==> src/rtl/pio_wmem_initiator_if.sv <==
// Bundle for a wide-memory PIO initiator: app request/response side plus the 32-bit PIO bus.
// master = the initiator, slave = app + responder seen from outside.
interface pio_wmem_initiator_if #(
    parameter int WIDTH       = 40,
    parameter int DEPTH_NBITS = 10,
    parameter int PIO_NBITS   = 32
);
    logic                   req_valid;
    logic                   req_ready;
    logic                   req_wr;
    logic [DEPTH_NBITS-1:0] req_idx;
    logic [WIDTH-1:0]       req_wdata;
    logic                   rsp_valid;
    logic                   rsp_err;
    logic [WIDTH-1:0]       rsp_rdata;
    logic [PIO_NBITS-1:0]   reg_addr;
    logic [PIO_NBITS-1:0]   reg_din;
    logic                   reg_rd;
    logic                   reg_wr;
    logic                   reg_ms;
    logic                   mem_ack;
    logic [PIO_NBITS-1:0]   mem_rdata;

    modport master (
        input  req_valid, req_wr, req_idx, req_wdata, mem_ack, mem_rdata,
        output req_ready, rsp_valid, rsp_err, rsp_rdata,
               reg_addr, reg_din, reg_rd, reg_wr, reg_ms
    );

    modport slave (
        output req_valid, req_wr, req_idx, req_wdata, mem_ack, mem_rdata,
        input  req_ready, rsp_valid, rsp_err, rsp_rdata,
               reg_addr, reg_din, reg_rd, reg_wr, reg_ms
    );
endinterface

==> src/rtl/pio_wmem_initiator.sv <==
// Splits one wide (33..64-bit) request into two 32-bit PIO accesses (LSB dword, then MSB dword),
// reassembles read data and reports completion or ack timeout.
module pio_wmem_initiator #(
    parameter int          WIDTH       = 40,
    parameter int          DEPTH_NBITS = 10,
    parameter logic [31:0] BASE_ADDR   = 32'h0,
    parameter int          TIMEOUT_CYC = 256
) (
    input logic                  clk,
    input logic                  rst_n,
    pio_wmem_initiator_if.master bus
);
    localparam int PIO_NBITS = 32;
    localparam int CNT_W     = $clog2(TIMEOUT_CYC) + 1;

    typedef enum logic [2:0] {IDLE, ISS_L, WAIT_L, GAP_L, ISS_M, WAIT_M, GAP_M} state_t;

    state_t                 r_state;
    logic [CNT_W-1:0]       r_cnt;
    logic                   r_wr;
    logic [DEPTH_NBITS-1:0] r_idx;
    logic [PIO_NBITS-1:0]   r_wdata_hi;
    logic [PIO_NBITS-1:0]   r_lsb;
    logic                   r_req_ready;
    logic                   r_rsp_valid;
    logic                   r_rsp_err;
    logic [WIDTH-1:0]       r_rsp_rdata;
    logic [PIO_NBITS-1:0]   r_addr;
    logic [PIO_NBITS-1:0]   r_din;
    logic                   r_reg_rd;
    logic                   r_reg_wr;
    logic                   r_reg_ms;

    logic                   w_accept;
    logic                   w_tmo;
    logic [PIO_NBITS-1:0]   w_addr_l;
    logic [PIO_NBITS-1:0]   w_addr_m;

    assign w_accept = bus.req_valid & r_req_ready;
    assign w_tmo    = (r_cnt == CNT_W'(TIMEOUT_CYC - 1));
    assign w_addr_l = BASE_ADDR + PIO_NBITS'({bus.req_idx, 3'b000});
    assign w_addr_m = BASE_ADDR + PIO_NBITS'({r_idx, 3'b100});

    assign bus.req_ready = r_req_ready;
    assign bus.rsp_valid = r_rsp_valid;
    assign bus.rsp_err   = r_rsp_err;
    assign bus.rsp_rdata = r_rsp_rdata;
    assign bus.reg_addr  = r_addr;
    assign bus.reg_din   = r_din;
    assign bus.reg_rd    = r_reg_rd;
    assign bus.reg_wr    = r_reg_wr;
    assign bus.reg_ms    = r_reg_ms;

    always_ff @(posedge clk or negedge rst_n) begin
        if (!rst_n) begin
            r_state     <= IDLE;
            r_cnt       <= '0;
            r_wr        <= 1'b0;
            r_idx       <= '0;
            r_wdata_hi  <= '0;
            r_lsb       <= '0;
            r_req_ready <= 1'b1;
            r_rsp_valid <= 1'b0;
            r_rsp_err   <= 1'b0;
            r_rsp_rdata <= '0;
            r_addr      <= '0;
            r_din       <= '0;
            r_reg_rd    <= 1'b0;
            r_reg_wr    <= 1'b0;
            r_reg_ms    <= 1'b0;
        end else begin
            // strobes and the completion pulse are single-cycle unless re-armed below
            r_rsp_valid <= 1'b0;
            r_reg_rd    <= 1'b0;
            r_reg_wr    <= 1'b0;
            r_reg_ms    <= 1'b0;
            case (r_state)
                IDLE: if (w_accept) begin
                    r_req_ready <= 1'b0;
                    r_wr        <= bus.req_wr;
                    r_idx       <= bus.req_idx;
                    r_wdata_hi  <= PIO_NBITS'(bus.req_wdata >> 32);
                    r_reg_ms    <= 1'b1;
                    r_reg_wr    <= bus.req_wr;
                    r_reg_rd    <= ~bus.req_wr;
                    r_addr      <= w_addr_l;
                    r_din       <= bus.req_wr ? bus.req_wdata[31:0] : '0;
                    r_state     <= ISS_L;
                end
                ISS_L: begin
                    r_cnt   <= '0;
                    r_state <= WAIT_L;
                end
                WAIT_L: if (bus.mem_ack) begin
                    if (!r_wr) r_lsb <= bus.mem_rdata;
                    r_cnt   <= '0;
                    r_state <= GAP_L;
                end else if (w_tmo) begin
                    r_rsp_valid <= 1'b1;
                    r_rsp_err   <= 1'b1;
                    r_rsp_rdata <= '0;
                    r_cnt       <= '0;
                    r_state     <= GAP_M;
                end else begin
                    r_cnt <= r_cnt + 1'b1;
                end
                // a stretched ack must fall before the next phase, or we give up waiting
                GAP_L: if (!bus.mem_ack || w_tmo) begin
                    r_reg_ms <= 1'b1;
                    r_reg_wr <= r_wr;
                    r_reg_rd <= ~r_wr;
                    r_addr   <= w_addr_m;
                    r_din    <= r_wr ? r_wdata_hi : '0;
                    r_state  <= ISS_M;
                end else begin
                    r_cnt <= r_cnt + 1'b1;
                end
                ISS_M: begin
                    r_cnt   <= '0;
                    r_state <= WAIT_M;
                end
                WAIT_M: if (bus.mem_ack) begin
                    r_rsp_valid <= 1'b1;
                    r_rsp_err   <= 1'b0;
                    if (!r_wr) r_rsp_rdata <= WIDTH'({bus.mem_rdata, r_lsb});
                    r_cnt   <= '0;
                    r_state <= GAP_M;
                end else if (w_tmo) begin
                    r_rsp_valid <= 1'b1;
                    r_rsp_err   <= 1'b1;
                    r_rsp_rdata <= '0;
                    r_cnt       <= '0;
                    r_state     <= GAP_M;
                end else begin
                    r_cnt <= r_cnt + 1'b1;
                end
                GAP_M: if (!bus.mem_ack || w_tmo) begin
                    r_req_ready <= 1'b1;
                    r_state     <= IDLE;
                end else begin
                    r_cnt <= r_cnt + 1'b1;
                end
                default: begin
                    r_req_ready <= 1'b1;
                    r_state     <= IDLE;
                end
            endcase
        end
    end
endmodule

==> src/flat_wrapper.sv <==
// flat-port wrapper written by rule: the top's interface ports become plain ports
module pio_wmem_initiator_flat 
#(
    parameter int          WIDTH       = 40,
    parameter int          DEPTH_NBITS = 10,
    parameter logic [31:0] BASE_ADDR   = 32'h0,
    parameter int          TIMEOUT_CYC = 256
)
  (clk, rst_n, bus_req_valid, bus_req_wr, bus_req_idx, bus_req_wdata, bus_mem_ack, bus_mem_rdata, bus_req_ready, bus_rsp_valid, bus_rsp_err, bus_rsp_rdata, bus_reg_addr, bus_reg_din, bus_reg_rd, bus_reg_wr, bus_reg_ms);
  pio_wmem_initiator_if #(.WIDTH(WIDTH), .DEPTH_NBITS(DEPTH_NBITS), .PIO_NBITS(32)) bus_i ();
  input logic clk;
  input logic rst_n;
  input wire logic [$bits(bus_i.req_valid)-1:0] bus_req_valid;
  input wire logic [$bits(bus_i.req_wr)-1:0] bus_req_wr;
  input wire logic [$bits(bus_i.req_idx)-1:0] bus_req_idx;
  input wire logic [$bits(bus_i.req_wdata)-1:0] bus_req_wdata;
  input wire logic [$bits(bus_i.mem_ack)-1:0] bus_mem_ack;
  input wire logic [$bits(bus_i.mem_rdata)-1:0] bus_mem_rdata;
  output wire logic [$bits(bus_i.req_ready)-1:0] bus_req_ready;
  output wire logic [$bits(bus_i.rsp_valid)-1:0] bus_rsp_valid;
  output wire logic [$bits(bus_i.rsp_err)-1:0] bus_rsp_err;
  output wire logic [$bits(bus_i.rsp_rdata)-1:0] bus_rsp_rdata;
  output wire logic [$bits(bus_i.reg_addr)-1:0] bus_reg_addr;
  output wire logic [$bits(bus_i.reg_din)-1:0] bus_reg_din;
  output wire logic [$bits(bus_i.reg_rd)-1:0] bus_reg_rd;
  output wire logic [$bits(bus_i.reg_wr)-1:0] bus_reg_wr;
  output wire logic [$bits(bus_i.reg_ms)-1:0] bus_reg_ms;
  assign bus_i.req_valid = bus_req_valid;
  assign bus_i.req_wr = bus_req_wr;
  assign bus_i.req_idx = bus_req_idx;
  assign bus_i.req_wdata = bus_req_wdata;
  assign bus_i.mem_ack = bus_mem_ack;
  assign bus_i.mem_rdata = bus_mem_rdata;
  assign bus_req_ready = bus_i.req_ready;
  assign bus_rsp_valid = bus_i.rsp_valid;
  assign bus_rsp_err = bus_i.rsp_err;
  assign bus_rsp_rdata = bus_i.rsp_rdata;
  assign bus_reg_addr = bus_i.reg_addr;
  assign bus_reg_din = bus_i.reg_din;
  assign bus_reg_rd = bus_i.reg_rd;
  assign bus_reg_wr = bus_i.reg_wr;
  assign bus_reg_ms = bus_i.reg_ms;
  pio_wmem_initiator #(.WIDTH(WIDTH), .DEPTH_NBITS(DEPTH_NBITS), .BASE_ADDR(BASE_ADDR), .TIMEOUT_CYC(TIMEOUT_CYC)) u_core (.clk(clk), .rst_n(rst_n), .bus(bus_i));
endmodule
==> config.mk <==
export PLATFORM = sky130hd
export DESIGN_NAME = pio_wmem_initiator_flat
export DESIGN_NICKNAME = d
export VERILOG_FILES = /design/src/rtl/pio_wmem_initiator_if.sv /design/src/rtl/pio_wmem_initiator.sv /design/src/flat_wrapper.sv
export SDC_FILE = /design/constraint.sdc
export NUM_CORES = 1
export LEC_CHECK = 0
export ABC_AREA = 1
export CORE_MARGIN = 4
export CORE_UTILIZATION = 40
export DETAILED_ROUTE_END_ITERATION = 8
export HOLD_SLACK_MARGIN = 0.12
export PLACE_DENSITY_LB_ADDON = 0.2
export SETUP_SLACK_MARGIN = 0.02
export SLEW_MARGIN = 20
export SYNTH_ARGS = -nofsm -noshare
export SYNTH_HDL_FRONTEND = slang
export SYNTH_SLANG_ARGS = --single-unit
==> constraint.sdc <==
create_clock -name clk -period 2.77 [get_ports clk]
set_input_delay 0.4155 -clock clk [delete_from_list [all_inputs] [get_ports clk]]
set_output_delay 0.4155 -clock clk [all_outputs]
set_load 0.1 [all_outputs]
==> impl_metrics.toml <==
[status]
run_status = "finished, final reports clean"

[run]
max_cap_viol_count = 0

[grt]
grt_start_max_net_pins = 83
first_global_vias = 6410
track_usage = 0.189
grt.overflow.total = 0
grt_first_pass_wirelength_mm = 33.7
grt_antenna_before_repair = 2

[sta]
clock.fmax_ghz = 0.401
finalClockSkew_ns = 0.00950
rsz0062_at_grt = "true"
timing.final.hold_violations = 0
layout_min_cycle_time_ns = 2.49
post-route-worst-setup-slack_ns = 0.276
layout_worst_path_cycle_share = 0.900
timing.setup.tns_ns = 0
fin_worst_hold_slack_ns = 0.475
setup_viol_count_final = 0
relSlewSlack = 0.550
final_report_max_slew_violation_count = 0
tightestPinTransition_ns = 0.675

[power_and_ir_drop]
pwr-share-clk = 0.172
power.share.switching = 0.548
ir_worst_vdd_mv = 0.540
leakagePower_nw = 5.26
fin_total_pwr_mw = 13.4
internal-power_mw = 6.03
power.share.sequential = 0.273
power_frac_comb = 0.555
switching_power_mw = 7.32
ratio_of_total_power_to_cell_area_nw_per_um2 = 1330

[floorplan]
dieArea_um2 = 21800
row_count = 50
fp.dieW_um = 148
die_y_um = 148
initial_core_util = 0.412
core_area_um2 = 19000
ios = 197

[clock_tree]
setup_bufs_post_cts = 0
cts_root_buf = "sky130_fd_sc_hd__clkbuf_16"
tritoncts_clock_tree = "yes"
clock_insertion_delay_worst_skew_ns = 0.42
clk_path_buf_depth = 2
cts-buffers-inserted = 17
clock_sink_count = 152
cts_clk_pin_slew_worst_paths_ns = 0.07
h-tree-depth = 4

[route]
route.final.wire_length_mm = 20.7
iteration_0_drc_count_of_the_detailed_router = 395
vias = 7055
wire_per_inst_um = 14.2
avgViaCountPerCell = 4.83
post_detailed_route_drc_marker_count = 0
detail-route-antenna-nets = 0
drt_first_pass_iters = 5

[setup_path]
cp.required_ns = 3.12
cp_max_fo = 82
worstSetupEndpoint = "u_core.r_cnt[6]$_DFFE_PN0P_"
r2r-start = "u_core.r_cnt[0]$_DFFE_PN0P_"
cp_data_arrival_time_ns = 2.85
startpoint_types = "register"
worstSetupEndpointType = "register"
worstReg2RegEnd = "u_core.r_cnt[6]$_DFFE_PN0P_"
r2r_slack_ns = 0.28
worst-r2r-cell-count = 16
worstSetupStartpoint = "u_core.r_cnt[0]$_DFFE_PN0P_"
critical_path_class = "reg -> reg"

[final_layout]
antenna-diode-count = 0
fillers = 1882
layout-drive-gt1-share = 0.142
design.final.nets = 1278
register_area_um2 = 3810
mostFrequentLayoutCell = "sky130_fd_sc_hd__nand2_1"
design_area_um2 = 10000
commonest_non_fill_non_tap_cells_in_the_layout = "sky130_fd_sc_hd__nand2_1 (395), sky130_fd_sc_hd__dfrtp_1 (150), sky130_fd_sc_hd__nand3_1 (138)"
multiInputGateArea_um2 = 3280
finish.cell_count_without_fillers = 1461
area_growth_syn_to_layout_pct = 28.6
final_util = 0.530

[placed_design]
post-place-ws_ns = 0.247
io_buffer_count = 175
post-dp-hpwl_mm = 13.6
placedCellCount = 1427
placedInstanceArea_um2 = 9420
routabilityCongestion = 0.805

[synth]
syn_inst = 1036
syn_area_um2 = 7810
ys_seq_elements = 152
netlist-cell-type-count = 30
ys_seq_area_frac = 0.487
postSynthAreaPerCell_um2 = 7.53
yosysWarnings = 0

[worst_hold_path]
min-delay-path-class = "reg -> reg"
## how the worst min path moves through the flow
stage | from | endpoint | cells after the start
floorplan | rst_n | u_core.bus.reg_addr[10]$_DFFE_PN0P_ | 0
global placement | u_core.r_wdata_hi[7]$_DFFE_PN0P_ | u_core.r_wdata_hi[7]$_DFFE_PN0P_ | 2
detailed placement | u_core.r_wdata_hi[7]$_DFFE_PN0P_ | u_core.r_wdata_hi[7]$_DFFE_PN0P_ | 2
CTS | u_core.r_wdata_hi[7]$_DFFE_PN0P_ | u_core.r_wdata_hi[7]$_DFFE_PN0P_ | 2
global route | u_core.bus.req_ready$_DFFE_PN1P_ | u_core.bus.req_ready$_DFFE_PN1P_ | 2
finish | u_core.r_wdata_hi[7]$_DFFE_PN0P_ | u_core.r_wdata_hi[7]$_DFFE_PN0P_ | 2
## worst max-delay path, cell delays in order (launching register included)
cell and delay [ns]:
sky130_fd_sc_hd__dfrtp_1 0.40, sky130_fd_sc_hd__ha_1 0.22, sky130_fd_sc_hd__nand2_1 0.11, sky130_fd_sc_hd__nor2_1 0.06
sky130_fd_sc_hd__nand2_1 0.07, sky130_fd_sc_hd__nor2_1 0.06, sky130_fd_sc_hd__nand2_1 0.09, sky130_fd_sc_hd__inv_1 0.05
sky130_fd_sc_hd__ha_1 0.25, sky130_fd_sc_hd__inv_2 0.11, sky130_fd_sc_hd__buf_12 0.30, sky130_fd_sc_hd__nand2_1 0.17
sky130_fd_sc_hd__nand3_1 0.16, sky130_fd_sc_hd__nand2_1 0.12, sky130_fd_sc_hd__nand2_1 0.10, sky130_fd_sc_hd__nand2_1 0.06
sky130_fd_sc_hd__nor2_1 0.09
## power by group through the flow
stage	sequential (mW)	combinational [mW]	clock (mW)
6_report	3.65	7.41	2.29
5_1_grt	3.76	7.94	2.46
4_1_cts	3.65	7.42	2.36
3_5_place_dp	3.69	7.40	0
3_3_place_gp	3.67	7.34	0
2_1_floorplan	6.80	2.72	0
## kinds of logic (layout without fill, tap and decap cells)
kind of cell	Yosys count	count (layout)	synth area share
xor gates and xnor gates	1	1	0.00112
DFF	152	152	0.487
buffers and inverters	158	303	0.104
AOI/OAI and AO/OA	134	134	0.0902
and+or+nand+nor	587	587	0.312
adders and majority gates	3	3	0.00481
other	1	21	0.000480
## routing by layer
metal  GRT usage  routed length [um]
met5           0                  34
met3      0.0478                1630
met2       0.287                9260
met1       0.271                9570
met4      0.0475                 213
## area by class of cell
| type | instances | area share |
|---|---|---|
| sequential | 152 | 0.379 |
| multi-input combinational | 746 | 0.327 |
| timing repair buffer | 197 | 0.176 |
| clock buffer | 17 | 0.0424 |
| tap | 260 | 0.0324 |
| inverter | 74 | 0.0278 |
| clock inverter | 15 | 0.0156 |
## Yosys cell counts
master / count / share of area
sky130_fd_sc_hd__a21oi_4: 1 / 0.0021
sky130_fd_sc_hd__o22ai_1: 1 / 0.00080
sky130_fd_sc_hd__a21oi_1: 26 / 0.017
sky130_fd_sc_hd__o21ai_2: 5 / 0.0056
sky130_fd_sc_hd__nand3b_1: 1 / 0.00096
sky130_fd_sc_hd__clkinv_1: 1 / 0.00048
sky130_fd_sc_hd__o21ai_1: 22 / 0.014
sky130_fd_sc_hd__nor3_1: 2 / 0.0013
sky130_fd_sc_hd__buf_2: 18 / 0.012
sky130_fd_sc_hd__ha_1: 3 / 0.0048
sky130_fd_sc_hd__nand3_2: 1 / 0.0013
sky130_fd_sc_hd__nand3_1: 138 / 0.088
sky130_fd_sc_hd__inv_2: 4 / 0.0019
sky130_fd_sc_hd__buf_1: 10 / 0.0048
sky130_fd_sc_hd__nand4_1: 2 / 0.0016
sky130_fd_sc_hd__nand2_2: 6 / 0.0048
sky130_fd_sc_hd__dfrtp_1: 151 / 0.48
sky130_fd_sc_hd__o211ai_1: 1 / 0.00096
sky130_fd_sc_hd__buf_4: 22 / 0.021
sky130_fd_sc_hd__nand2_1: 395 / 0.19
sky130_fd_sc_hd__buf_6: 15 / 0.022
sky130_fd_sc_hd__conb_1: 1 / 0.00048
sky130_fd_sc_hd__xor2_1: 1 / 0.0011
sky130_fd_sc_hd__clkbuf_1: 19 / 0.0091
sky130_fd_sc_hd__inv_1: 69 / 0.033
sky130_fd_sc_hd__dfstp_2: 1 / 0.0034
sky130_fd_sc_hd__nor2_1: 37 / 0.018
sky130_fd_sc_hd__o21ai_0: 78 / 0.050
sky130_fd_sc_hd__nor2_4: 3 / 0.0043
sky130_fd_sc_hd__nor2_2: 2 / 0.0016
## state kept, by name, indices dropped and copies added, names as in the netlist
signal	flops
u_core.r_cnt	9
u_core.bus.rsp_rdata	40
u_core.bus.reg_addr	11
u_core.r_state	3
u_core.r_lsb	32
u_core.bus.reg_din	32
u_core.bus.reg_ms	1
u_core.bus.req_ready	1
u_core.r_wr	1
u_core.bus.rsp_err	1
u_core.r_idx	10
u_core.r_wdata_hi	8
u_core.bus.reg_rd	1
u_core.bus.reg_wr	1
u_core.bus.rsp_valid	1
## repair_timing
action                                  CTS  global route
hold buffers                              1             0
gates resized for setup                   0             3
endpoints found under the setup margin    0            12
hold endpoints to repair                 62             0
No activity file was read; power rests on OpenSTA's default activity.
